## src/rtl/ac97_pkg.sv

```systemverilog
// AC'97 link shared definitions: frame geometry, slot boundaries, slot lookup helpers.
// Latency: n/a (constants and pure functions only).
// Backpressure: n/a.
// Contents: frame/tag/slot widths, counter landmarks, slot-start constants,
//           ac97_slot_idx(cnt) and ac97_slot_start(idx).
package ac97_pkg;

   localparam int AC97_FRAME_BITS = 256;
   localparam int AC97_TAG_BITS   = 16;
   localparam int AC97_SLOT_BITS  = 20;
   localparam int AC97_NUM_SLOTS  = 12;

   // First counter value of each driven slot; slots 5..12 carry zeros.
   localparam logic [7:0] AC97_SLOT1_START = 8'd16;
   localparam logic [7:0] AC97_SLOT2_START = 8'd36;
   localparam logic [7:0] AC97_SLOT3_START = 8'd56;
   localparam logic [7:0] AC97_SLOT4_START = 8'd76;
   localparam logic [7:0] AC97_SLOT5_START = 8'd96;

   // Counter landmarks.
   localparam logic [7:0] AC97_CNT_RESET  = 8'd254;  // one edge before the strobe cycle
   localparam logic [7:0] AC97_CNT_STROBE = 8'd255;  // strobe / slot-latch cycle
   localparam logic [7:0] AC97_SYNC_LAST  = 8'd14;   // sync covers 255 and 0..14
   localparam logic [7:0] AC97_RX_PUBLISH = 8'd56;   // edge ending this cycle publishes status
   localparam int         AC97_RX_BITS    = 56;      // rx frame bits 0..55 are kept

   // Slot index for a counter value: 0 = tag, 1..12 = data slots.
   function automatic logic [3:0] ac97_slot_idx(input logic [7:0] cnt);
      logic [3:0] idx;
      idx = 4'd0;
      for (int n = 1; n <= AC97_NUM_SLOTS; n++) begin
         if (int'(cnt) >= AC97_TAG_BITS + AC97_SLOT_BITS * (n - 1))
            idx = 4'(n);
      end
      return idx;
   endfunction

   // First counter value of a slot index (tag starts at 0).
   function automatic logic [7:0] ac97_slot_start(input logic [3:0] idx);
      if (idx == 4'd0)
         return 8'd0;
      return 8'(AC97_TAG_BITS + AC97_SLOT_BITS * (int'(idx) - 1));
   endfunction

endpackage

```

## src/rtl/ac97_link_if.sv

```systemverilog
// AC'97 link signal bundle: upstream slot/command inputs, codec serial pins, status outputs.
// Latency: n/a (wires only).
// Backpressure: none; upstream advances on ac97_strobe instead of a ready.
// Modports: slave = link engine side, master = upstream/codec side (the bench).
interface ac97_link_if;
   import ac97_pkg::*;

   logic                      ac97_strobe;
   logic [AC97_SLOT_BITS-1:0] ac97_out_slot1;
   logic                      ac97_out_slot1_valid;
   logic [AC97_SLOT_BITS-1:0] ac97_out_slot2;
   logic                      ac97_out_slot2_valid;
   logic [AC97_SLOT_BITS-1:0] ac97_out_slot3;
   logic                      ac97_out_slot3_valid;
   logic [AC97_SLOT_BITS-1:0] ac97_out_slot4;
   logic                      ac97_out_slot4_valid;
   logic                      ac97_sync;
   logic                      ac97_sdata_out;
   logic                      ac97_sdata_in;
   logic                      ac97_codec_ready;
   logic [AC97_SLOT_BITS-1:0] ac97_in_slot1;
   logic [AC97_SLOT_BITS-1:0] ac97_in_slot2;
   logic                      ac97_in_valid;

   modport slave (
      input  ac97_out_slot1, ac97_out_slot1_valid,
      input  ac97_out_slot2, ac97_out_slot2_valid,
      input  ac97_out_slot3, ac97_out_slot3_valid,
      input  ac97_out_slot4, ac97_out_slot4_valid,
      input  ac97_sdata_in,
      output ac97_strobe, ac97_sync, ac97_sdata_out,
      output ac97_codec_ready, ac97_in_slot1, ac97_in_slot2, ac97_in_valid
   );

   modport master (
      output ac97_out_slot1, ac97_out_slot1_valid,
      output ac97_out_slot2, ac97_out_slot2_valid,
      output ac97_out_slot3, ac97_out_slot3_valid,
      output ac97_out_slot4, ac97_out_slot4_valid,
      output ac97_sdata_in,
      input  ac97_strobe, ac97_sync, ac97_sdata_out,
      input  ac97_codec_ready, ac97_in_slot1, ac97_in_slot2, ac97_in_valid
   );

endinterface

```

## src/rtl/ac97_frame_shifter.sv

```systemverilog
// AC'97 tx frame shifter: slot shadow registers, slot0 tag build, serial bit select.
// Latency: sdata for counter value N is registered on the edge that moves the counter to N.
// Backpressure: none; slot inputs are sampled only on the latch edge and ignored otherwise.
// Ports: ac97_bitclk/rst clock and async reset; i_latch = counter at 255; i_cnt_next = counter
//        after this edge; i_slot1..4 + i_slot_valid{1..4} slot data; o_sdata_out registered bit.
module ac97_frame_shifter
   import ac97_pkg::*;
(
   input  logic                      ac97_bitclk,
   input  logic                      rst,
   input  logic                      i_latch,
   input  logic [7:0]                i_cnt_next,
   input  logic [AC97_SLOT_BITS-1:0] i_slot1,
   input  logic [AC97_SLOT_BITS-1:0] i_slot2,
   input  logic [AC97_SLOT_BITS-1:0] i_slot3,
   input  logic [AC97_SLOT_BITS-1:0] i_slot4,
   input  logic [3:0]                i_slot_valid,   // [3]=slot1 .. [0]=slot4
   output logic                      o_sdata_out
);

   logic [AC97_SLOT_BITS-1:0] r_slot1, r_slot2, r_slot3, r_slot4;
   logic [3:0]                r_valid;
   logic                      r_sdata;

   logic [AC97_SLOT_BITS-1:0] w_slot1, w_slot2, w_slot3, w_slot4;
   logic [3:0]                w_valid;
   logic [AC97_TAG_BITS-1:0]  w_tag;
   logic [3:0]                w_idx;
   logic [7:0]                w_start;
   logic [4:0]                w_off;
   logic                      w_bit;

   always_ff @(posedge ac97_bitclk or posedge rst) begin
      if (rst) begin
         r_slot1 <= '0;
         r_slot2 <= '0;
         r_slot3 <= '0;
         r_slot4 <= '0;
         r_valid <= '0;
      end else if (i_latch) begin
         r_slot1 <= i_slot1;
         r_slot2 <= i_slot2;
         r_slot3 <= i_slot3;
         r_slot4 <= i_slot4;
         r_valid <= i_slot_valid;
      end
   end

   // The latch edge is also the edge that emits tag bit 15, so the tag for
   // that one bit must come straight from the inputs being captured.
   assign w_slot1 = i_latch ? i_slot1      : r_slot1;
   assign w_slot2 = i_latch ? i_slot2      : r_slot2;
   assign w_slot3 = i_latch ? i_slot3      : r_slot3;
   assign w_slot4 = i_latch ? i_slot4      : r_slot4;
   assign w_valid = i_latch ? i_slot_valid : r_valid;

   // Frame-valid, per-slot valids, then codec ID 00 and reserved zeros.
   assign w_tag = {|w_valid, w_valid, 11'b0};

   assign w_idx   = ac97_slot_idx(i_cnt_next);
   assign w_start = ac97_slot_start(w_idx);
   assign w_off   = 5'(i_cnt_next - w_start);

   // MSB-first within each field; slots 5..12 are not driven.
   always_comb begin
      w_bit = 1'b0;
      case (w_idx)
         4'd0:    w_bit = w_tag[4'd15 - w_off[3:0]];
         4'd1:    w_bit = w_slot1[5'd19 - w_off];
         4'd2:    w_bit = w_slot2[5'd19 - w_off];
         4'd3:    w_bit = w_slot3[5'd19 - w_off];
         4'd4:    w_bit = w_slot4[5'd19 - w_off];
         default: w_bit = 1'b0;
      endcase
   end

   always_ff @(posedge ac97_bitclk or posedge rst) begin
      if (rst)
         r_sdata <= 1'b0;
      else
         r_sdata <= w_bit;
   end

   assign o_sdata_out = r_sdata;

endmodule

```

## src/rtl/ac97_link.sv

```systemverilog
// AC'97 controller link engine: 256-bit frame counter, sync/strobe, tx serialiser, rx status capture.
// Latency: inputs captured on a strobe cycle appear in the next frame; rx status publishes at cnt 57.
// Backpressure: none; upstream advances one item per ac97_strobe pulse, once per 256 bit clocks.
// Ports: ac97_bitclk clock; rst async active-high reset; bus (slave) carries slot inputs,
//        sync/sdata_out/sdata_in codec pins, strobe, codec_ready and status slot1/slot2/valid.
module ac97_link
   import ac97_pkg::*;
(
   input  logic        ac97_bitclk,
   input  logic        rst,
   ac97_link_if.slave  bus
);

   logic [7:0]                r_cnt;
   logic                      r_sync;
   logic                      r_strobe;
   logic [AC97_RX_BITS-2:0]   r_rx_sr;
   logic                      r_codec_ready;
   logic [AC97_SLOT_BITS-1:0] r_in_slot1;
   logic [AC97_SLOT_BITS-1:0] r_in_slot2;
   logic                      r_in_valid;

   logic [7:0]                w_cnt_next;
   logic                      w_latch;
   logic                      w_rx_shift;
   logic                      w_rx_publish;
   logic [AC97_RX_BITS-1:0]   w_rx_frame;
   logic                      w_sdata_out;

   assign w_cnt_next = r_cnt + 8'd1;
   assign w_latch    = (r_cnt == AC97_CNT_STROBE);

   // Frame counter plus sync/strobe, all registered from the next count so
   // they line up with the count that is current after the edge.
   always_ff @(posedge ac97_bitclk or posedge rst) begin
      if (rst) begin
         r_cnt    <= AC97_CNT_RESET;
         r_sync   <= 1'b0;
         r_strobe <= 1'b0;
      end else begin
         r_cnt    <= w_cnt_next;
         r_strobe <= (w_cnt_next == AC97_CNT_STROBE);
         r_sync   <= (w_cnt_next == AC97_CNT_STROBE) || (w_cnt_next <= AC97_SYNC_LAST);
      end
   end

   ac97_frame_shifter u_shifter (
      .ac97_bitclk  (ac97_bitclk),
      .rst          (rst),
      .i_latch      (w_latch),
      .i_cnt_next   (w_cnt_next),
      .i_slot1      (bus.ac97_out_slot1),
      .i_slot2      (bus.ac97_out_slot2),
      .i_slot3      (bus.ac97_out_slot3),
      .i_slot4      (bus.ac97_out_slot4),
      .i_slot_valid ({bus.ac97_out_slot1_valid, bus.ac97_out_slot2_valid,
                      bus.ac97_out_slot3_valid, bus.ac97_out_slot4_valid}),
      .o_sdata_out  (w_sdata_out)
   );

   // Rx bit k is taken on the edge ending cnt == k+1, so bits 0..55 arrive on
   // the edges ending cnt 1..56. The publish edge also carries bit 55, hence the
   // frame view appends the live input to the 55 bits already shifted in.
   // In w_rx_frame, frame bit k sits at index 55-k.
   assign w_rx_shift   = (r_cnt >= 8'd1) && (r_cnt <= AC97_RX_PUBLISH);
   assign w_rx_publish = (r_cnt == AC97_RX_PUBLISH);
   assign w_rx_frame   = {r_rx_sr, bus.ac97_sdata_in};

   always_ff @(posedge ac97_bitclk or posedge rst) begin
      if (rst) begin
         r_rx_sr       <= '0;
         r_codec_ready <= 1'b0;
         r_in_slot1    <= '0;
         r_in_slot2    <= '0;
         r_in_valid    <= 1'b0;
      end else begin
         r_in_valid <= 1'b0;
         if (w_rx_shift)
            r_rx_sr <= w_rx_frame[AC97_RX_BITS-2:0];
         if (w_rx_publish) begin
            r_codec_ready <= w_rx_frame[55];
            // Status slots count only when the codec tags both as valid.
            if (w_rx_frame[54] && w_rx_frame[53]) begin
               r_in_slot1 <= w_rx_frame[39:20];   // frame bits 16..35
               r_in_slot2 <= w_rx_frame[19:0];    // frame bits 36..55
               r_in_valid <= 1'b1;
            end
         end
      end
   end

   assign bus.ac97_strobe      = r_strobe;
   assign bus.ac97_sync        = r_sync;
   assign bus.ac97_sdata_out   = w_sdata_out;
   assign bus.ac97_codec_ready = r_codec_ready;
   assign bus.ac97_in_slot1    = r_in_slot1;
   assign bus.ac97_in_slot2    = r_in_slot2;
   assign bus.ac97_in_valid    = r_in_valid;

endmodule

```

## src/flat_wrapper.sv

```systemverilog
// flat-port wrapper written by rule: the top's interface ports become plain ports
module ac97_link_flat import ac97_pkg::*;
  (ac97_bitclk, rst, bus_ac97_out_slot1, bus_ac97_out_slot1_valid, bus_ac97_out_slot2, bus_ac97_out_slot2_valid, bus_ac97_out_slot3, bus_ac97_out_slot3_valid, bus_ac97_out_slot4, bus_ac97_out_slot4_valid, bus_ac97_sdata_in, bus_ac97_strobe, bus_ac97_sync, bus_ac97_sdata_out, bus_ac97_codec_ready, bus_ac97_in_slot1, bus_ac97_in_slot2, bus_ac97_in_valid);
  ac97_link_if bus_i ();
  input  logic ac97_bitclk;
  input  logic rst;
  input wire logic [$bits(bus_i.ac97_out_slot1)-1:0] bus_ac97_out_slot1;
  input wire logic [$bits(bus_i.ac97_out_slot1_valid)-1:0] bus_ac97_out_slot1_valid;
  input wire logic [$bits(bus_i.ac97_out_slot2)-1:0] bus_ac97_out_slot2;
  input wire logic [$bits(bus_i.ac97_out_slot2_valid)-1:0] bus_ac97_out_slot2_valid;
  input wire logic [$bits(bus_i.ac97_out_slot3)-1:0] bus_ac97_out_slot3;
  input wire logic [$bits(bus_i.ac97_out_slot3_valid)-1:0] bus_ac97_out_slot3_valid;
  input wire logic [$bits(bus_i.ac97_out_slot4)-1:0] bus_ac97_out_slot4;
  input wire logic [$bits(bus_i.ac97_out_slot4_valid)-1:0] bus_ac97_out_slot4_valid;
  input wire logic [$bits(bus_i.ac97_sdata_in)-1:0] bus_ac97_sdata_in;
  output wire logic [$bits(bus_i.ac97_strobe)-1:0] bus_ac97_strobe;
  output wire logic [$bits(bus_i.ac97_sync)-1:0] bus_ac97_sync;
  output wire logic [$bits(bus_i.ac97_sdata_out)-1:0] bus_ac97_sdata_out;
  output wire logic [$bits(bus_i.ac97_codec_ready)-1:0] bus_ac97_codec_ready;
  output wire logic [$bits(bus_i.ac97_in_slot1)-1:0] bus_ac97_in_slot1;
  output wire logic [$bits(bus_i.ac97_in_slot2)-1:0] bus_ac97_in_slot2;
  output wire logic [$bits(bus_i.ac97_in_valid)-1:0] bus_ac97_in_valid;
  assign bus_i.ac97_out_slot1 = bus_ac97_out_slot1;
  assign bus_i.ac97_out_slot1_valid = bus_ac97_out_slot1_valid;
  assign bus_i.ac97_out_slot2 = bus_ac97_out_slot2;
  assign bus_i.ac97_out_slot2_valid = bus_ac97_out_slot2_valid;
  assign bus_i.ac97_out_slot3 = bus_ac97_out_slot3;
  assign bus_i.ac97_out_slot3_valid = bus_ac97_out_slot3_valid;
  assign bus_i.ac97_out_slot4 = bus_ac97_out_slot4;
  assign bus_i.ac97_out_slot4_valid = bus_ac97_out_slot4_valid;
  assign bus_i.ac97_sdata_in = bus_ac97_sdata_in;
  assign bus_ac97_strobe = bus_i.ac97_strobe;
  assign bus_ac97_sync = bus_i.ac97_sync;
  assign bus_ac97_sdata_out = bus_i.ac97_sdata_out;
  assign bus_ac97_codec_ready = bus_i.ac97_codec_ready;
  assign bus_ac97_in_slot1 = bus_i.ac97_in_slot1;
  assign bus_ac97_in_slot2 = bus_i.ac97_in_slot2;
  assign bus_ac97_in_valid = bus_i.ac97_in_valid;
  ac97_link u_core (.ac97_bitclk(ac97_bitclk), .rst(rst), .bus(bus_i));
endmodule
```

## config.mk

```make
export PLATFORM = sky130hd
export DESIGN_NAME = ac97_link_flat
export DESIGN_NICKNAME = d
export VERILOG_FILES = /design/src/rtl/ac97_pkg.sv /design/src/rtl/ac97_link_if.sv /design/src/rtl/ac97_frame_shifter.sv /design/src/rtl/ac97_link.sv /design/src/flat_wrapper.sv
export SDC_FILE = /design/constraint.sdc
export NUM_CORES = 1
export LEC_CHECK = 0
export BUFFER_PORTS_ARGS = -buffer_cell sky130_fd_sc_hd__buf_4
export CORE_UTILIZATION = 35
export CTS_CLUSTER_SIZE = 12
export DETAILED_ROUTE_END_ITERATION = 8
export HOLD_SLACK_MARGIN = 0.02
export PLACE_DENSITY_LB_ADDON = 0.12
export SLEW_MARGIN = 25
export SYNTH_ARGS = -nofsm -noshare
export SYNTH_HDL_FRONTEND = slang
export SYNTH_SLANG_ARGS = --single-unit
```

## constraint.sdc

```tcl
create_clock -name ac97_bitclk -period 5.9 [get_ports ac97_bitclk]
set_input_delay 0.885 -clock ac97_bitclk [delete_from_list [all_inputs] [get_ports ac97_bitclk]]
set_output_delay 0.885 -clock ac97_bitclk [all_outputs]
set_load 0.01 [all_outputs]
```

==> results of run 1 <==
-- layer usage --
layer / up-vias / routed length, um / part of all wire
met3: 31 / 1341 / 0.062
met4: 0 / 421 / 0.019
met5: - / 0 / 0
met1: 3008 / 9761 / 0.45
li1: 2741 / - / -
met2: 212 / 10180 / 0.47
-- cell families (layout without fill, tap and decap cells) --
kind of cell	count (synthesis)	count (layout)
muxes	212	212
DFF	192	192
and+or+nand+nor	136	136
AOI/OAI and AO/OA	71	71
buffers and inverters	59	196
xor gates and xnor gates	9	9
adders and majority gates	7	7
other	0	1
-- power by group through the flow --
stage	combinational [mW]	clock [mW]	sequential, mW
floorplan	0.0350	0	1.37
global placement	0.0915	0	1.37
detailed placement	0.0944	0	1.37
CTS	0.0946	1.28	1.34
global route	0.104	1.34	1.35
finish	0.0931	1.24	1.34
-- cells in the mapped netlist (3+ instances only) --
cell type  count
xnor2_1        5
inv_1         14
nand3b_1       3
dfrtp_1      185
o31ai_1        3
nand2_1       35
mux2i_1       11
ha_1           6
nor3_1        15
buf_1          6
nor4_1         3
a31oi_1        5
a22oi_1        3
dfstp_2        7
mux4_2        12
a32oi_1        3
and3_1         3
a21oi_1        8
o32ai_1        3
o21ai_0        9
nor2_1        44
nand3_1       10
clkbuf_1      19
nand2b_1       3
and2_1         4
o22ai_1       12
mux2_2       189
buf_2         14
-- through the flow --
stage	utilization	total power [mW]	hold WS (ns)	setup slack, ns
after floorplan	-	1.401	0.4659	0.7846
after global placement	0.4094	1.460	0.4785	0.5153
after detailed placement	0.4094	1.464	0.4850	0.3504
after CTS	0.4351	2.721	0.5019	0.3297
after global routing	0.4363	2.788	0.5139	0.1299
final	0.4364	2.681	0.4998	0.4368
-- registers in the layout, indices dropped and copies added (netlist names) --
name / cells
u_core.u_shifter.o_sdata_out: 1
u_core.bus.ac97_codec_ready: 1
u_core.bus.ac97_strobe: 1
u_core.bus.ac97_sync: 1
u_core.u_shifter.r_slot2: 20
u_core.u_shifter.r_slot3: 20
u_core.r_rx_sr: 55
u_core.bus.ac97_in_slot1: 20
u_core.u_shifter.r_valid: 4
u_core.bus.ac97_in_slot2: 20
u_core.u_shifter.r_slot1: 20
u_core.u_shifter.r_slot4: 20
u_core.bus.ac97_in_valid: 1
u_core.r_cnt: 8
-- layout make-up --
type / instances / share of cell area
clock inverter: 15 / 0.02010
tap: 330 / 0.03768
sequential: 192 / 0.4393
timing repair buffer: 147 / 0.1037
multi-input combinational: 435 / 0.3541
clock buffer: 17 / 0.03882
inverter: 17 / 0.006166
antenna: 1 / 0.0002284
-- cell usage in the layout, fill, tap and decap left out, types with 3 or more instances in the layout --
cell type	synthesis	layout
buf_4	2	145
o31ai_1	3	3
o22ai_1	12	12
dfrtp_1	185	185
inv_8	0	6
clkbuf_16	0	17
inv_1	14	12
nand3b_1	3	3
nor4_1	3	3
ha_1	6	5
o32ai_1	3	3
a21oi_1	8	8
a31oi_1	5	5
a22oi_1	3	3
inv_12	0	3
mux2_2	189	189
nor3_1	15	14
a32oi_1	3	3
o21ai_0	9	9
nand2b_1	3	3
mux2i_1	11	11
dfstp_2	7	7
nor2_1	44	44
nand3_1	10	10
mux4_2	12	12
xnor2_1	5	5
clkinv_8	0	4
and2_1	4	4
nand2_1	35	34
-- worst paths after layout --
check | start | endpoint | slack, ns
setup / recovery | u_core.r_cnt[1] | u_core.u_shifter.o_sdata_out | 0.44
hold / removal | u_core.u_shifter.r_slot4[17] | u_core.u_shifter.r_slot4[17] | 0.50
setup reg to reg | u_core.r_cnt[1] | u_core.u_shifter.o_sdata_out | 0.44
hold reg to reg | u_core.u_shifter.r_slot4[17] | u_core.u_shifter.r_slot4[17] | 0.50
max in group asynchronous | rst | u_core.bus.ac97_sync | 4.46
min in group asynchronous | rst | u_core.u_shifter.r_slot2[11] | 0.53
-- critical path: stages, from the launching register on --
cell and delay [ns]:
dfstp_2 0.66, ha_2 0.34, inv_1 0.13, a2111oi_0 0.41
nor3_1 0.12, a32o_1 0.33, a2bb2oi_4 0.19, nor2_1 0.11
nor2_1 0.04, a21oi_1 0.14, ha_1 0.17, inv_1 0.05
fa_1 0.50, inv_1 0.05, ha_1 0.38, inv_1 0.12
mux2_2 0.33, mux4_2 0.46, o22ai_1 0.18, nor3_1 0.06
a21oi_1 0.13, mux2i_1 0.09, a311o_1 0.33
-- repair_timing --
action / CTS / global route
setup endpoints to repair: 0 / 1
setup buffers: 0 / 0
resized for setup: 0 / 2
hold endpoints to repair: 0 / 0
==> results_dict.tcl, run 1 <==
set metrics [dict create \
    hold_path_depth 1 \
    setup_tns_ns 0 \
    placed_area_mm2 0.01028 \
    synth-main-ff-cell "dfrtp_1" \
    seq_area_mm2 0.004813 \
    start_util 0.3559 \
    synthAdderAreaFrac 0.01064 \
    reg2reg_depth 22 \
    crit_required_ns 6.21 \
    cp-start-kind "flip-flop" \
    ys_warn_count 0 \
    tightest_slew_ns 0.9918 \
    slew_headroom 0.3388 \
    synth-seq-area-share 0.5386 \
    hp-class "reg2reg" \
    drt-pass1-iter-count 5 \
    num_io_pins 132 \
    chipWidth_um 161.8 \
    drv_slew 0 \
    p_seq_frac 0.501 \
    place_inst 1120 \
    cellLeakagePower_nw 5.213 \
    hold_violations 0 \
    htreeDepth 4 \
    power.switching_uw 664.9 \
    clock_skew_ns 0.02339 \
    ctsHoldBuffers 0 \
    p_sw_frac 0.2480 \
    grt_util_met3 0.04316 \
    place_hpwl_um 15060 \
    synth-compound-area-share 0.05825 \
    syn_inst 686 \
    synth_top_family_by_area "multiplexers" \
    rows 58 \
    syn_area_per_cell_um2 13.03 \
    grt_pass1_vias 6314 \
    cts_buffer_depth 2 \
    synth-seq-cells 192 \
    period_minus_slack_ns 5.463 \
    synthTopCellsByArea "dfrtp_1 52%, mux2_2 24%, mux4_2 3.0%" \
    cp-end-kind "flip-flop" \
    ir_drop_uv 163.2 \
    clkPwrFrac 0.464 \
    core_mm2 0.02511 \
    syn_nets 780 \
    synth_top_area_frac 0.5181 \
    syn_area_mm2 0.008936 \
    synth-edff-count 0 \
    grt_max_degree 193 \
    finish.instance_area_mm2 0.01096 \
    grt_overflow 0 \
    p_per_area_mw_per_mm2 244.7 \
    internal_power_mw 2.016 \
    numPortBuffers 131 \
    clock_latency_ns 0.44 \
    ant_nets 0 \
    layout.nets 904 \
    synth_top_cell_by_area "dfrtp_1" \
    vias_per_cell 5.192 \
    nFillCells 2371 \
    cts_sinks 192 \
    cts_tree "done" \
    grtUsageMet1 0.2229 \
    critPathKind "reg2reg" \
    antenna_found_initial 0 \
    maxCapViolations 0 \
    clockRootBuffer "clkbuf_16" \
    fp.dieH_um 161.8 \
    muxShareOfSynthArea 0.2807 \
    area_delta_synth_final_pct 22.63 \
    grt_busiest_layer "met2" \
    setup_violations 0 \
    multiInputGateArea_mm2 0.003880 \
    numCtsBuffers 17 \
    grtUsageMet2 0.2741 \
    routed-via-count 5992 \
    rsz0062_at_grt "false" \
    fmax_ghz 0.1830 \
    synthSimpleGateAreaFrac 0.07281 \
    yosys.cell_types.count 65 \
    grtUsageTotal 0.1711 \
    drc 0 \
    status "complete, no violations" \
    grt_pass1_wl_um 34700 \
    ys_async_sr_fraction 1.000 \
    p_comb_frac 0.035 \
    layout-drive-gt1-share 0.4921 \
    cts.clk_slew.worst_paths_ns 0.09 \
    cp_max_fo 12 \
    finalCritPeriodShare 0.9260 \
    totalWireLength_um 21710 \
    drtIter0Drc 392 \
    gp_congestion 0.8361 \
    critical_path_arrival_ns 5.78 \
    die_area_mm2 0.02617 \
    wl_per_cell_um 18.81 \
    synthXorXnorAreaFrac 0.01050 \
    stdcell_count 1154 \
]
Note: power is estimated with default switching activity, not from simulation.
==> inputs of run 2 (changes only) <==
--- a/config.mk
+++ b/config.mk
@@ -8,2 +8,4 @@
 export BUFFER_PORTS_ARGS = -buffer_cell sky130_fd_sc_hd__buf_4
+export CELL_PAD_IN_SITES_DETAIL_PLACEMENT = 1
+export CELL_PAD_IN_SITES_GLOBAL_PLACEMENT = 1
 export CORE_UTILIZATION = 35
@@ -13,3 +15,3 @@
 export PLACE_DENSITY_LB_ADDON = 0.12
-export SLEW_MARGIN = 25
+export SLEW_MARGIN = 20
 export SYNTH_ARGS = -nofsm -noshare
--- a/constraint.sdc
+++ b/constraint.sdc
@@ -3,2 +3,2 @@
 set_output_delay 0.885 -clock ac97_bitclk [all_outputs]
-set_load 0.01 [all_outputs]
+set_load 0.05 [all_outputs]
==> run 2 against run 1 <==
  * Total power down 4.2%
  * Count of clock-buffer cells in the layout is 1 higher
  * Maximum frequency rose by 1.7%
  * Final cell count down 0.35%
  * Via count decreased by 1.9%
  * Critical path depth is 2 lower
  * Critical path type unchanged
  * Worst setup slack better by 0.093 ns
  * Worst hold slack lost 0.0020 ns
  * Clock power is 9% lower
  * Flip-flop and latch count unchanged
  * Combinational power up 2%
  * Register-to-register slack better by 0.09 ns
==> results_dict.tcl, run 2 (synthesis gave the netlist of run 1 again) <==
set metrics [dict create \
    critical_path_arrival_ns 5.68 \
    p_comb_frac 0.037 \
    cellLeakagePower_nw 5.177 \
    drtIter0Drc 169 \
    ir_drop_uv 162.3 \
    ant_nets 0 \
    layout.nets 903 \
    layout.cells.most_common "mux2_2" \
    drc 0 \
    holdWs_ns 0.4978 \
    vias_per_cell 5.110 \
    crit_buf_inv 3 \
    p_total_mw 2.567 \
    rsz0062_at_grt "false" \
    power.switching_uw 614.0 \
    fp.dieH_um 161.8 \
    area_delta_synth_final_pct 21.58 \
    cp-end-kind "flip-flop" \
    antenna_found_initial 0 \
    hold_violations 0 \
    place_inst 1119 \
    internal_power_mw 1.953 \
    grt_max_degree 193 \
    ctsHoldBuffers 0 \
    drv_slew 0 \
    place_ws_ns 0.5478 \
    critPathKind "reg2reg" \
    gp_congestion 0.7838 \
    hp-class "reg2reg" \
    cpMaxStageDelayCell "dfstp_2" \
    setup_tns_ns 0 \
    htreeDepth 4 \
    core_mm2 0.02511 \
    totalWireLength_um 22150 \
    path_common_cell "inv_1" \
    place_hpwl_um 15450 \
    chipWidth_um 161.8 \
    wl_per_cell_um 19.26 \
    path_cells "ha_1, nand3_1, nor2_1, xnor2_2, inv_1, nand3_1, a22o_1, and2_1, o21ai_0, fa_1, inv_1, ha_1, inv_1, mux2_2, mux4_2, o22ai_1, nor3_1, a21oi_1, mux2i_1, a311o_1" \
    cts.clk_slew.worst_paths_ns 0.08 \
    path_delay_family "compound AO/OA/AOI/OAI gates" \
    status "complete, no violations" \
    post_cts_buffers 0 \
    maxCapViolations 0 \
    cts_buffer_depth 2 \
    clkPwrFrac 0.440 \
    clock_latency_ns 0.43 \
    period_minus_slack_ns 5.370 \
    clockRootBuffer "clkbuf_16" \
    grt_overflow 0 \
    cts_sinks 192 \
    drt-pass1-iter-count 6 \
    cts_tree "done" \
    grt_pass1_wl_um 36510 \
    setup_violations 0 \
    numPortBuffers 131 \
    numCtsBuffers 17 \
    nFillCells 2699 \
    finalCritPeriodShare 0.9102 \
    tightest_slew_ns 0.9390 \
    regMostFlops "u_core.r_rx_sr" \
    cp_max_fo 13 \
    final_util 0.4327 \
    clock_skew_ns 0.01173 \
    p_seq_frac 0.524 \
    crit_required_ns 6.21 \
    finish.instance_area_mm2 0.01086 \
    critical-path-max-stage-delay_ns 0.65 \
    slew_headroom 0.3740 \
    n_antenna_cell 0 \
    routed-via-count 5876 \
    p_sw_frac 0.2392 \
    fmax_ghz 0.1862 \
    stdcell_count 1150 \
    p_per_area_mw_per_mm2 236.3 \
    most-common-layout-cells "189 x mux2_2, 185 x dfrtp_1, 144 x buf_4" \
    cts_resized 0 \
    rows 58 \
    start_util 0.3559 \
    setup_slack_ns 0.5299 \
    num_io_pins 132 \
    largest_reg_flops 55 \
    grtUsageTotal 0.1796 \
    layout-drive-gt1-share 0.4878 \
    cp-start-kind "flip-flop" \
    placed_area_mm2 0.01027 \
    die_area_mm2 0.02617 \
    grt_pass1_vias 6544 \
]
## run 2: per-layer routing
layer  GRT usage  wire (um)  vias up
met2      0.2918      10670      131
met4     0.05403        250        0
met3     0.04239       1295       20
li1            -          -     2719
met5           0          0        -
met1      0.2375       9934     3006
## run 2: worst paths after layout
check	startpoint	to	slack [ns]	cells past startpoint
setup / recovery	u_core.r_cnt[1]	u_core.u_shifter.o_sdata_out	0.53	20
hold / removal	u_core.u_shifter.r_valid[0]	u_core.u_shifter.r_valid[0]	0.50	1
setup reg to reg	u_core.r_cnt[1]	u_core.u_shifter.o_sdata_out	0.53	20
hold reg to reg	u_core.u_shifter.r_valid[0]	u_core.u_shifter.r_valid[0]	0.50	1
max in group asynchronous	rst	u_core.r_rx_sr[42]	4.41	4
min in group asynchronous	rst	u_core.u_shifter.r_slot2[9]	0.56	3
## run 2: power by group through the flow
stage	registers (mW)	clock network, mW	logic [mW]
after floorplan	1.37	0	0.0350
after global placement	1.37	0	0.0922
after detailed placement	1.37	0	0.0959
after CTS	1.34	1.17	0.0958
after global routing	1.35	1.21	0.105
final	1.34	1.13	0.0949
## run 2: cell type report
cell class,instances,area [um^2],share of cell area
clock buffer,18,439.2,0.04042
multi-input combinational,435,3877,0.3569
inverter,17,67.56,0.006219
clock inverter,12,125.1,0.01152
tap,330,412.9,0.03801
timing repair buffer,146,1129,0.1039
sequential,192,4813,0.4430
